==> config.mk <==
export PLATFORM = sky130hd
export DESIGN_NAME = seven_seg_scan_driver
export DESIGN_NICKNAME = d
export VERILOG_FILES = /design/src/rtl/seg7_pkg.sv /design/src/rtl/hex_to_seg7.sv /design/src/rtl/seven_seg_scan_driver.sv
export SDC_FILE = /design/constraint.sdc
export NUM_CORES = 1
export LEC_CHECK = 0
export CORE_ASPECT_RATIO = 0.9
export CORE_MARGIN = 2
export CORE_UTILIZATION = 40
export DETAILED_ROUTE_END_ITERATION = 10
export HOLD_SLACK_MARGIN = 0.05
export MAX_ROUTING_LAYER = met4
export PLACE_DENSITY_LB_ADDON = 0.1
export SYNTH_ARGS = -nofsm -noshare
export SYNTH_HDL_FRONTEND = slang
export SYNTH_SLANG_ARGS = --single-unit
==> constraint.sdc <==
create_clock -name CLK -period 6 [get_ports CLK]
set_input_delay 1.8 -clock CLK [delete_from_list [all_inputs] [get_ports CLK]]
set_output_delay 1.8 -clock CLK [all_outputs]
set_load 0.005 [all_outputs]
==> src/rtl/seg7_pkg.sv <==
// Shared types, constants and the hex glyph table for the seven-segment display blocks.
package seg7_pkg;

    localparam int unsigned NUM_DIGITS = 8;

    typedef logic [3:0] nibble_t;
    typedef logic [7:0] seg_t;

    typedef enum logic {
        BLANK,
        DRIVE
    } scan_state_t;

    localparam seg_t SEG_OFF = 8'hFF;

    // Active-low {A,B,C,D,E,F,G} glyphs for 0-9 and A, b, C, d, E, F.
    function automatic logic [6:0] hex7seg(input nibble_t value);
        logic [6:0] pattern;
        case (value)
            4'h0: pattern = 7'b0000001;
            4'h1: pattern = 7'b1001111;
            4'h2: pattern = 7'b0010010;
            4'h3: pattern = 7'b0000110;
            4'h4: pattern = 7'b1001100;
            4'h5: pattern = 7'b0100100;
            4'h6: pattern = 7'b0100000;
            4'h7: pattern = 7'b0001111;
            4'h8: pattern = 7'b0000000;
            4'h9: pattern = 7'b0000100;
            4'hA: pattern = 7'b0001000;
            4'hB: pattern = 7'b1100000;
            4'hC: pattern = 7'b0110001;
            4'hD: pattern = 7'b1000010;
            4'hE: pattern = 7'b0110000;
            default: pattern = 7'b0111000;
        endcase
        return pattern;
    endfunction

endpackage

==> src/rtl/hex_to_seg7.sv <==
// Combinational nibble to active-low A..G decoder, shared by the display blocks.
module hex_to_seg7
    import seg7_pkg::*;
(
    input  nibble_t    nibble,
    output logic [6:0] seg
);

    always_comb begin
        seg = hex7seg(nibble);
    end

endmodule

==> src/rtl/seven_seg_scan_driver.sv <==
// Multiplexed 8-digit scan driver: refresh counter, anti-ghost blanking slot, per-digit DP and blank masks.
module seven_seg_scan_driver
    import seg7_pkg::*;
#(
    parameter int unsigned REFRESH_DIV = 100000,
    parameter int unsigned GHOST_CYC   = 100
) (
    input  logic        CLK,
    input  logic        rst,
    input  logic        en,
    input  logic [31:0] digits,
    input  logic [7:0]  dp_mask,
    input  logic [7:0]  blank_mask,
    output seg_t        seg_n,
    output logic [7:0]  anode_n,
    output logic [2:0]  digit_idx,
    output logic        frame_tick
);

    localparam int unsigned CW = (REFRESH_DIV > 2) ? $clog2(REFRESH_DIV) : 1;
    localparam logic [CW-1:0] CNT_MAX = CW'(REFRESH_DIV - 1);
    localparam logic [CW-1:0] GHOST   = CW'(GHOST_CYC);

    logic [CW-1:0] cnt;
    logic [CW-1:0] cnt_next;
    scan_state_t   state;
    nibble_t       nibble;
    logic          dp;
    logic          wrap;
    logic [2:0]    next_idx;
    logic [6:0]    glyph;

    hex_to_seg7 u_hex (
        .nibble (nibble),
        .seg    (glyph)
    );

    always_comb begin
        wrap     = (cnt == CNT_MAX);
        cnt_next = wrap ? '0 : cnt + 1'b1;
        next_idx = digit_idx + 3'd1;
    end

    // State tracks cnt >= GHOST_CYC for the counter value it sits beside, so the
    // output registers (one edge behind) see exactly GHOST_CYC dark cycles per slot.
    always_ff @(posedge CLK or negedge rst) begin
        if (!rst) begin
            cnt        <= '0;
            digit_idx  <= '0;
            state      <= BLANK;
            nibble     <= '0;
            dp         <= 1'b0;
            seg_n      <= SEG_OFF;
            anode_n    <= '1;
            frame_tick <= 1'b0;
        end else if (!en) begin
            seg_n      <= SEG_OFF;
            anode_n    <= '1;
            frame_tick <= 1'b0;
        end else begin
            cnt        <= cnt_next;
            frame_tick <= wrap && (digit_idx == 3'd7);

            if (wrap) begin
                digit_idx <= next_idx;
                nibble    <= digits[{next_idx, 2'b00} +: 4];
                dp        <= dp_mask[next_idx];
            end

            case (state)
                BLANK:   if (cnt_next == GHOST) state <= DRIVE;
                DRIVE:   if (wrap && (GHOST_CYC != 0)) state <= BLANK;
                default: state <= BLANK;
            endcase

            if ((state == DRIVE) && !blank_mask[digit_idx]) begin
                anode_n <= ~(8'h80 >> digit_idx);
                seg_n   <= {glyph, ~dp};
            end else begin
                anode_n <= '1;
                seg_n   <= SEG_OFF;
            end
        end
    end

endmodule

[Word level (Yosys, flattened, before mapping)]
Memory sizes are Yosys's and may differ from the RTL's.
Index checks and enable logic that the tools add are counted.
Operators by class
  add/sub/neg operators: 2
  $lt $le $gt $ge: 2
  eq/ne operators: 3
  shift-type cells: 2
  muxes and demuxes: 13
  bitwise logic cells: 3
  reduce and logical (&&, ||, !) cells: 4
Operator list (number)
  $mux W8: 4
  $shiftx A32 B6 Y4: 1
  $add A17 B1 Y17 const B: 1
  $eq A17 B17 Y1 const B: 1
  $eq A17 B7 Y1 const B: 1
  $mux W17: 1
  $lt A3 B4 Y1 const B: 2
  $not A8 Y8: 1
  $shr A8 B3 Y8 const A: 1
  $bmux W1 S3: 2
  $mux W1: 5
  $add A3 B1 Y3 const B: 1
  $eq A3 B3 Y1 const B: 1
  $logic_and A1 B1 Y1: 2
  $not A1 Y1: 2
  $pmux W1 S2: 1
  $reduce_and A2 Y1: 1
  $logic_not A1 Y1: 1
Word-level totals
  bits in registers: 43
  ROM bits: 112
  input port bits: 51
  output and inout port bits: 20
  logic and storage cells: 38
  memories kept: 1
Memory list
  (no name shown): words 16, bits a word 7, rd ports 1, clocked after Yosys merged registers in 0, wr ports 0, RTL line seg7_pkg.sv:19  | case (value)

[Depth between registers and ports, before layout]
  depth after elaboration: 6
  mapped depth: 8
  depth with buffers taken out: 7

[Modules after synthesis]
From an unflattened synthesis, not the netlist that was laid out.
Second synthesis, totals
  cell total of the unflattened synthesis: 264
  area total of the unflattened synthesis: 2730.1 sq um
By module, submodules not included
  seven_seg_scan_driver: times used 1, cells an instance 232, area an instance 2456.1 sq um, seq. area each 1096.1 sq um
  hex_to_seg7: times used 1, cells an instance 32, area an instance 274.0 sq um, seq. area each 0.0 sq um

[Worst setup path before layout]
OpenSTA, ideal clock, no wires.
  kind: input -> register
  start: input blank_mask[7]
  end: register seg_n[4]
  library setup time: 0.104 ns
  data arrival time: 2.785 ns
  data required time: 5.896 ns
  slack: 3.111 ns
  stages: 5
  buffers on the path: 1
  cells stage by stage: mux4_2 > nand2_1 > and4_1 > buf_2 > o311ai_0
Between the ends
  cells in the longest elaborated chain, start to end: 6
Ends and longest elaborated chain
  start: declaration: RTL line seven_seg_scan_driver.sv:13  | input logic [7:0] blank_mask,
  $bmux W1 S3: RTL line seven_seg_scan_driver.sv:76  | if ((state == DRIVE) && !blank_mask[digit_idx]) begin
  $mux W1 (implied by the code): RTL line seven_seg_scan_driver.sv:76
  $logic_not A1 Y1: RTL line seven_seg_scan_driver.sv:76
  $logic_and A1 B1 Y1: RTL line seven_seg_scan_driver.sv:76
  $mux W8: RTL line seven_seg_scan_driver.sv:76
  $mux W8: RTL line seven_seg_scan_driver.sv:56  | end else if (!en) begin
  end signal: assignment: RTL line seven_seg_scan_driver.sv:78  | seg_n <= {glyph, ~dp};
  end: declaration: RTL line seven_seg_scan_driver.sv:14  | output seg_t seg_n,
Every way passes these cells. The select of a mux whose other input is x is not followed.
A chain may end at the register's enable or synchronous reset.

[Worst setup path in the final report]
  start: register digit_idx[0]
  end: output digit_idx[0]
RTL lines
  start: declaration: RTL line seven_seg_scan_driver.sv:16  | output logic [2:0] digit_idx,
  start signal: assignment: RTL line seven_seg_scan_driver.sv:65  | digit_idx <= next_idx;
No word-level cell between the ends.

==> results.json <==
{
  "p_leak_nw": 1.34,
  "htree_levels": 2,
  "syn_area_um2": 2680,
  "critPathSlowestCell": "dfrtp_1",
  "postSynthAreaPerCell_um2": 9.91,
  "gr-total-overflow": 0,
  "seq_area_frac_synth_pct": 41.0,
  "synth_area_leaders": "dfrtp_1, dfstp_2, mux4_2",
  "synth_top_family_by_area": "simple AND/OR/NAND/NOR gates",
  "hp-class": "flip-flop to flip-flop",
  "synth-simple-area-share_pct": 20.0,
  "cts_made_buffers": 5,
  "rows": 28,
  "fin_crit_sh_pct": 61.0,
  "fmax_mhz": 273,
  "cts_tree": "built",
  "critPathBufInv": 1,
  "cts.sinks": 43,
  "worst_slew_pin_slew_ns": 1.09,
  "max_stage_delay_ns": 0.92,
  "worstPathRequired_ns": 4.20,
  "yosys-top-cells-count": "nand2_1, dfrtp_1, o21ai_0",
  "synth_area_leader_cell": "dfrtp_1",
  "drv_slew": 0,
  "synthArstFlopShare_pct": 100,
  "cp_max_fo": 17,
  "pin_count": 71,
  "cts-resized-gates": 0,
  "clkTransAtPathRegs_ns": 0.08,
  "synthAdderAreaFrac_pct": 6.08,
  "synth-xor-area-share_pct": 3.27,
  "die_h_um": 81.6,
  "dr.pass1.iters": 4,
  "cp.depth": 1,
  "endpoint": "digit_idx[0]",
  "grt_max_degree": 44,
  "syn-num-nets": 334,
  "crit_family": "flip-flops",
  "clock_path_buffers": 2,
  "cts_root_buf": "clkbuf_8",
  "synthCells": 270,
  "synth_cell_types": 49,
  "crit_type": "flip-flop to output pin",
  "area_growth_pct": 31.4,
  "core-area_um2": 6520,
  "antenna_found_initial": 0,
  "rsz0062_at_grt": "no",
  "synth_edf_count": 0,
  "drive_gt1_share_pct": 14.2,
  "cp-end-kind": "output pin",
  "total_power_mw": 0.725,
  "die_w_um": 90.2,
  "synth_top_area_share_pct": 25.2,
  "peakVddDrop_v": 0.000170,
  "hold_ws_ns": 0.400,
  "drv_cap": 0,
  "rr_endpoint": "dp",
  "grt_pass1_vias": 2117,
  "synthFlopType": "dfrtp_1",
  "synth.most_common_cell": "nand2_1",
  "dieArea_um2": 7360,
  "p_per_area_nw_per_um2": 206,
  "vias": 2218,
  "post-route-min-period_ns": 3.66,
  "hold_violations": 0,
  "cp_cell_sequence": "clkdlybuf4s50_1",
  "port_buffers": 70,
  "setup_viol": 0,
  "clk_latency_ns": 0.29,
  "hp-start": "dp",
  "rr_startpoint": "digit_idx[0]",
  "final_nets": 395,
  "ff2ff_path_depth": 5,
  "ys_warn_count": 0,
  "detailedPlace.worstSlack_ns": 2.09,
  "post-route-drc-count": 0,
  "n_antenna_cell": 0,
  "worst-r2r-setup-slack_ns": 3.53,
  "fin_ws_ns": 2.34,
  "post_cts_buffers": 0,
  "outcome": "completed",
  "hpwl_um": 4470,
  "initialDrtViolationCount": 145,
  "synth-seq-cells": 43,
  "fin_worst_skew_ns": 0.0145,
  "relSlewSlack_pct": 27.4,
  "grt_use_total_pct": 17.7,
  "synth_compound_area_share_pct": 12.0,
  "setup_tns_ns": 0,
  "cp-start-kind": "flip-flop",
  "routedWlPerCell_um": 14.1,
  "arrival_ns": 1.86,
  "cts_hold_buf": 0,
  "ant_nets": 0,
  "drt_wl_total_um": 5960,
  "grt_pass1_wl_um": 10200,
  "vias_per_cell": 5.26,
  "crit_start": "digit_idx[0]",
  "gp_congestion": 0.853,
  "start_util_pct": 41.1,
  "muxShareOfSynthArea_pct": 13.2
}
## how the worst min path moves through the flow
| stage | end | slack, ns | cells after the start |
|---|---|---|---|
| 2_1_floorplan | seg_n[0] | 0.37 | 1 |
| 3_3_place_gp | seg_n[0] | 0.39 | 1 |
| 3_5_place_dp | seg_n[0] | 0.39 | 1 |
| 4_1_cts | seg_n[0] | 0.40 | 1 |
| 5_1_grt | seg_n[0] | 0.43 | 1 |
| 6_report | seg_n[0] | 0.40 | 1 |
## worst register-to-register path, stage by stage (launching register included)
cell     delay [ns]
dfrtp_1        0.92
inv_1          0.16
ha_1           0.61
mux4_2         0.38
mux2i_1        0.18
o21ai_0        0.10
## placed cells by master, fill, tap and decap left out, types with 11 or more instances in the layout
cell	n
clkdlybuf4s50_1	69
nand2_1	34
dfrtp_1	27
o21ai_0	23
nor2_1	16
dfstp_2	16
nand3_1	15
ha_1	13
mux4_2	12
inv_1	11
## state kept, by name, summed over array words and instances, names as in the netlist
name / flops
dp: 1
anode_n: 8
digit_idx: 3
state: 1
nibble: 4
frame_tick: 1
seg_n: 8
cnt: 17
## cell families (layout without fill, tap and decap cells)
logic type      count (synthesis)  after routing
compound gates                 51             51
xor+xnor                       10             10
fa+ha+maj                      13             13
buf+inv                        27             89
flops                          43             43
mux                            20             20
simple gates                  106            106
## final cells by class
type                            instances  area (um^2)
Fill cell                             591         3000
Multi-Input combinational cell        200         1460
Sequential cell                        43         1100
Timing Repair Buffer                   70          696
Tap cell                               90          113
Clock buffer                            6         72.6
Inverter                               11         41.3
Clock inverter                          2         37.5
## where the power goes
group	internal (mW)	leakage (nW)	switching (mW)	total, mW
clock network	0.124	0.0514	0.0945	0.219
logic	0.0790	0.764	0.0612	0.140
registers	0.316	0.526	0.0507	0.367
## metal layers
layer / part of all wire, % / GRT usage (%)
met5: 0 / -
met4: 0.74 / 4.46
met3: 5.5 / 3.49
met2: 45 / 26.8
met1: 48 / 24.7
## metrics by stage
stage                     area (um^2)  instances  utilization (%)
after floorplan                  2680        270                -
after global placement           3410        414             52.3
after detailed placement         3410        414             52.3
after CTS                        3520        422             54.0
after global routing             3520        422             54.0
final                            3520        422             54.0
Power figures use the tool's default switching activity.
